$ cat config.mk
export PLATFORM = sky130hd
export DESIGN_NAME = y86_bus_arbiter
export DESIGN_NICKNAME = d
export VERILOG_FILES = /design/src/rtl/y86_bus_arbiter.sv
export SDC_FILE = /design/constraint.sdc
export NUM_CORES = 1
export LEC_CHECK = 0
export CAP_MARGIN = 15
export CORE_ASPECT_RATIO = 1.2
export CORE_MARGIN = 2
export CORE_UTILIZATION = 43
export DETAILED_ROUTE_END_ITERATION = 16
export MAX_ROUTING_LAYER = met4
export PLACE_DENSITY = 0.83
export SYNTH_ARGS = -nofsm -noshare
export SYNTH_HDL_FRONTEND = slang
export SYNTH_SLANG_ARGS = --single-unit
$ cat constraint.sdc
create_clock -name clk -period 5.28 [get_ports clk]
set_input_delay 1.584 -clock clk [delete_from_list [all_inputs] [get_ports clk]]
set_output_delay 1.584 -clock clk [all_outputs]
set_load 0.03 [all_outputs]
$ cat src/rtl/y86_bus_arbiter.sv
// Two-port memory bus arbiter: CPU (port 0) and DMA/debug (port 1) share one
// memory port through an IDLE -> ACCESS -> RESP sequence with a ready timeout.
module y86_bus_arbiter #(
    parameter int unsigned TIMEOUT  = 15,
    parameter bit          PRIO_CPU = 1'b0
) (
    input  logic        clk,
    input  logic        rst_n,
    input  logic        req0,
    input  logic        req1,
    input  logic        we0,
    input  logic        we1,
    input  logic [31:0] addr0,
    input  logic [31:0] addr1,
    input  logic [31:0] wdata0,
    input  logic [31:0] wdata1,
    output logic        gnt0,
    output logic        gnt1,
    output logic        done0,
    output logic        done1,
    output logic [31:0] rdata0,
    output logic [31:0] rdata1,
    output logic        err0,
    output logic        err1,
    output logic [31:0] mem_A,
    output logic [31:0] mem_out,
    output logic        mem_WE,
    output logic        mem_RE,
    input  logic [31:0] mem_in,
    input  logic        mem_rdy
);
    localparam logic [1:0] S_IDLE   = 2'd0;
    localparam logic [1:0] S_ACCESS = 2'd1;
    localparam logic [1:0] S_RESP   = 2'd2;
    localparam logic [7:0] TO_LIMIT = 8'(TIMEOUT);

    logic [1:0]  r_state;
    logic        r_port;
    logic        r_last;
    logic        r_we;
    logic [31:0] r_addr;
    logic [31:0] r_wdata;
    logic [7:0]  r_cnt;
    logic [31:0] r_rdata;
    logic        r_err;

    logic        w_any;
    logic        w_pick;
    logic        w_idle;
    logic        w_acc;
    logic        w_resp;

    assign w_any  = req0 | req1;
    // Tie-break: fixed CPU priority, or the port that was not served last.
    assign w_pick = (req0 & req1) ? (PRIO_CPU ? 1'b0 : ~r_last) : req1;
    // Gated by rst_n so no grant is visible while reset is held.
    assign w_idle = (r_state == S_IDLE) & rst_n;
    assign w_acc  = (r_state == S_ACCESS);
    assign w_resp = (r_state == S_RESP);

    assign gnt0    = w_idle & w_any & ~w_pick;
    assign gnt1    = w_idle & w_any &  w_pick;

    assign mem_A   = w_acc ? r_addr  : 32'd0;
    assign mem_out = w_acc ? r_wdata : 32'd0;
    assign mem_WE  = w_acc &  r_we;
    assign mem_RE  = w_acc & ~r_we;

    assign done0   = w_resp & ~r_port;
    assign done1   = w_resp &  r_port;
    assign rdata0  = done0 ? r_rdata : 32'd0;
    assign rdata1  = done1 ? r_rdata : 32'd0;
    assign err0    = done0 & r_err;
    assign err1    = done1 & r_err;

    always_ff @(posedge clk or negedge rst_n) begin
        if (!rst_n) begin
            r_state <= S_IDLE;
            r_port  <= 1'b0;
            r_last  <= 1'b1;
            r_we    <= 1'b0;
            r_addr  <= 32'd0;
            r_wdata <= 32'd0;
            r_cnt   <= 8'd0;
            r_rdata <= 32'd0;
            r_err   <= 1'b0;
        end else begin
            case (r_state)
                S_IDLE: begin
                    if (w_any) begin
                        r_port  <= w_pick;
                        r_we    <= w_pick ? we1    : we0;
                        r_addr  <= w_pick ? addr1  : addr0;
                        r_wdata <= w_pick ? wdata1 : wdata0;
                        r_cnt   <= 8'd0;
                        r_rdata <= 32'd0;
                        r_err   <= 1'b0;
                        r_state <= S_ACCESS;
                    end
                end
                S_ACCESS: begin
                    // Ready wins over a timeout landing on the same cycle.
                    if (mem_rdy) begin
                        r_rdata <= r_we ? 32'd0 : mem_in;
                        r_err   <= 1'b0;
                        r_state <= S_RESP;
                    end else if (r_cnt == TO_LIMIT) begin
                        r_rdata <= 32'd0;
                        r_err   <= 1'b1;
                        r_state <= S_RESP;
                    end else begin
                        r_cnt   <= r_cnt + 8'd1;
                    end
                end
                S_RESP: begin
                    r_last  <= r_port;
                    r_state <= S_IDLE;
                end
                default: r_state <= S_IDLE;
            endcase
        end
    end
endmodule

==> flow_metrics.tcl <==
set metrics [dict create \
    internal_power_mw 2.25 \
    antenna_found_initial 0 \
    status "finished clean" \
    grt_use_total 0.247 \
    cts.htree.levels 3 \
    wl_um 17200 \
    ff2ff_setup_slack_ns 2.77 \
    final_common_cell "clkdlybuf4s50_1" \
    grt_pass1_vias 5220 \
    synth_async_sr_flop_share 1.00 \
    initial_core_util 0.443 \
    num_rows 45 \
    timing.hold.ws_ns 0.472 \
    drv_cap 0 \
    antenna_cells 0 \
    setup_violations 0 \
    slew_headroom 0.274 \
    cts_resized 0 \
    synth.net_count 743 \
    multi_input_area_um2 2720 \
    place_area_um2 8780 \
    drtAntennaViolNets 0 \
    core-area_um2 12800 \
    n_fill_cell 1007 \
    ys_seq_elements 110 \
    arrival_ns 3.40 \
    die_y_um 130 \
    firstDrtPassIters 4 \
    worstSetupPathType "primary input to output port" \
    syn_area_um2 5670 \
    worstSetupEndpointType "output port" \
    die_area_um2 14100 \
    synth-edff-count 0 \
    grt_pass1_wl_um 26200 \
    cts_made_buffers 9 \
    cellPowerDensity_nw_per_um2 407 \
    seq_area_um2 2750 \
    pin_count 303 \
    synthFlopType "dfrtp_1" \
    clockBufferDepth 2 \
    max_freq_ghz 0.201 \
    fin_util 0.707 \
    power.leakage_nw 3.94 \
    seq_area_frac_synth 0.486 \
    fin_worst_skew_ns 0.00598 \
    layout_common_cells "300 x clkdlybuf4s50_1, 133 x and2_1, 109 x dfrtp_1" \
    viasPerCell 5.14 \
    cts_hold_buf 0 \
    syn_to_final_growth_pct 59.5 \
    seqPwrFrac 0.375 \
    yosysWarnings 0 \
    clk_pin_slew_ns 0.06 \
    ir_worst_vdd_mv 0.220 \
    cts.sinks 110 \
    worstPathMaxFanout 3 \
    syn-mean-instance-area_um2 9.86 \
    gp_congestion 0.865 \
    wl_per_cell_um 16.9 \
    synthCells 575 \
    setup_tns_ns 0 \
    period_share 0.944 \
    grt_max_degree 134 \
    clockRootBuffer "clkbuf_16" \
    die_w_um 109 \
    cts_tree "built" \
    final_area_um2 9040 \
    clkPwrFrac 0.164 \
    vias 5242 \
    critPathRequiredTime_ns 3.70 \
    hold_path_class "flop to flop" \
    clk_latency_ns 0.33 \
    drive_gt1_frac 0.0397 \
    min_period_ns 4.98 \
    hold_viol_final 0 \
    drt_iter0_drc 284 \
    worstSetupStartpointType "primary input" \
    place_ws_ns 0.242 \
    rsz0062_at_grt "false" \
    grt-ovfl-total 0 \
    port_buffers 302 \
    comb_power_share 0.461 \
    postCtsSetupRepairBufs 0 \
    swShare 0.389 \
    nNetsFinal 1021 \
    drv_slew 0 \
    ys_types 38 \
    drc_errors 0 \
    fin_ws_ns 0.298 \
    tightest_slew_ns 1.09 \
    dp_hpwl_um 13100 \
    switching_power_mw 1.43 \
]
==> critical path, cell delays in order <==
cell and delay (ns):
clkdlybuf4s50_1 0.59, a21boi_4 0.08, nor3b_1 0.34, clkdlybuf4s50_1 0.79
==> cells by family after synthesis <==
| group | Yosys count | share of synthesized area |
|---|---|---|
| flip-flops | 110 | 0.486 |
| adder cells (fa/ha/maj) | 1 | 0.00221 |
| buffers and inverters | 48 | 0.0400 |
| AND/OR/NAND/NOR | 223 | 0.214 |
| multiplexers | 65 | 0.115 |
| AO/OA/AOI/OAI | 128 | 0.144 |
==> power groups by stage <==
stage	registers (mW)	logic, mW	clock network [mW]
floorplan	1.31	1.06	0
global placement	1.37	1.66	0
detailed placement	1.39	1.70	0
CTS	1.38	1.71	0.619
global route	1.42	1.83	0.653
finish	1.38	1.70	0.605
==> registers in the layout, indices dropped and copies added, names as in the netlist <==
register	count
r_state	2
r_wdata	32
r_err	1
r_cnt	8
r_addr	32
r_port	1
r_last	1
r_rdata	32
r_we	1
==> layout make-up <==
type / instances / share of cell area
well taps: 164 / 0.0227
multi-input cells: 417 / 0.301
clock inverters: 2 / 0.00111
repair buffers: 312 / 0.342
flip-flops and latches: 110 / 0.305
inverters: 3 / 0.00125
clock buffers: 12 / 0.0273
==> routing by layer <==
layer | wire (um) | vias to the layer above | part of all wire | track usage
met1 | 6270 | 2476 | 0.36 | 0.258
met5 | 0 | - | 0 | -
li1 | - | 2506 | - | -
met4 | 336 | 0 | 0.019 | 0.0830
met2 | 9230 | 235 | 0.54 | 0.457
met3 | 1400 | 25 | 0.081 | 0.0549
==> metrics by stage <==
stage               power [mW]  std cells
detailed placement        3.09       1006
floorplan                 2.37        575
finish                    3.68       1020
CTS                       3.71       1020
global route              3.90       1020
global placement          3.03       1006
==> synthesized netlist by cell type, types with 2 or more instances <==
cell      count  area, um2
a21oi_1       7       35.0
a22o_1       33        289
and2_1      133        832
and3_1        2       12.5
buf_1         2       7.51
buf_2        16       80.1
buf_6         3       33.8
clkbuf_1     23       86.3
dfrtp_1     109       2730
inv_1         3       11.3
mux2i_1      65        651
nand2_1      69        259
nand2b_1      2       12.5
nand3_1       2       10.0
nor2_1        7       26.3
nor3_1        2       10.0
o21ai_0      67        335
o21ai_1       5       25.0
o31ai_1       6       45.0
==> final timing paths <==
path / startpoint / end / cells past startpoint
worst min-delay path: r_addr[16] / r_addr[16] / 2
worst min register to register: r_addr[16] / r_addr[16] / 2
max in group asynchronous: rst_n / r_we / 3
min in group asynchronous: rst_n / r_state[0] / 2
worst max-delay path: req0 / gnt0 / 4
worst max register to register: r_state[1] / r_rdata[14] / 6
No activity file was read; power rests on OpenSTA's default activity.
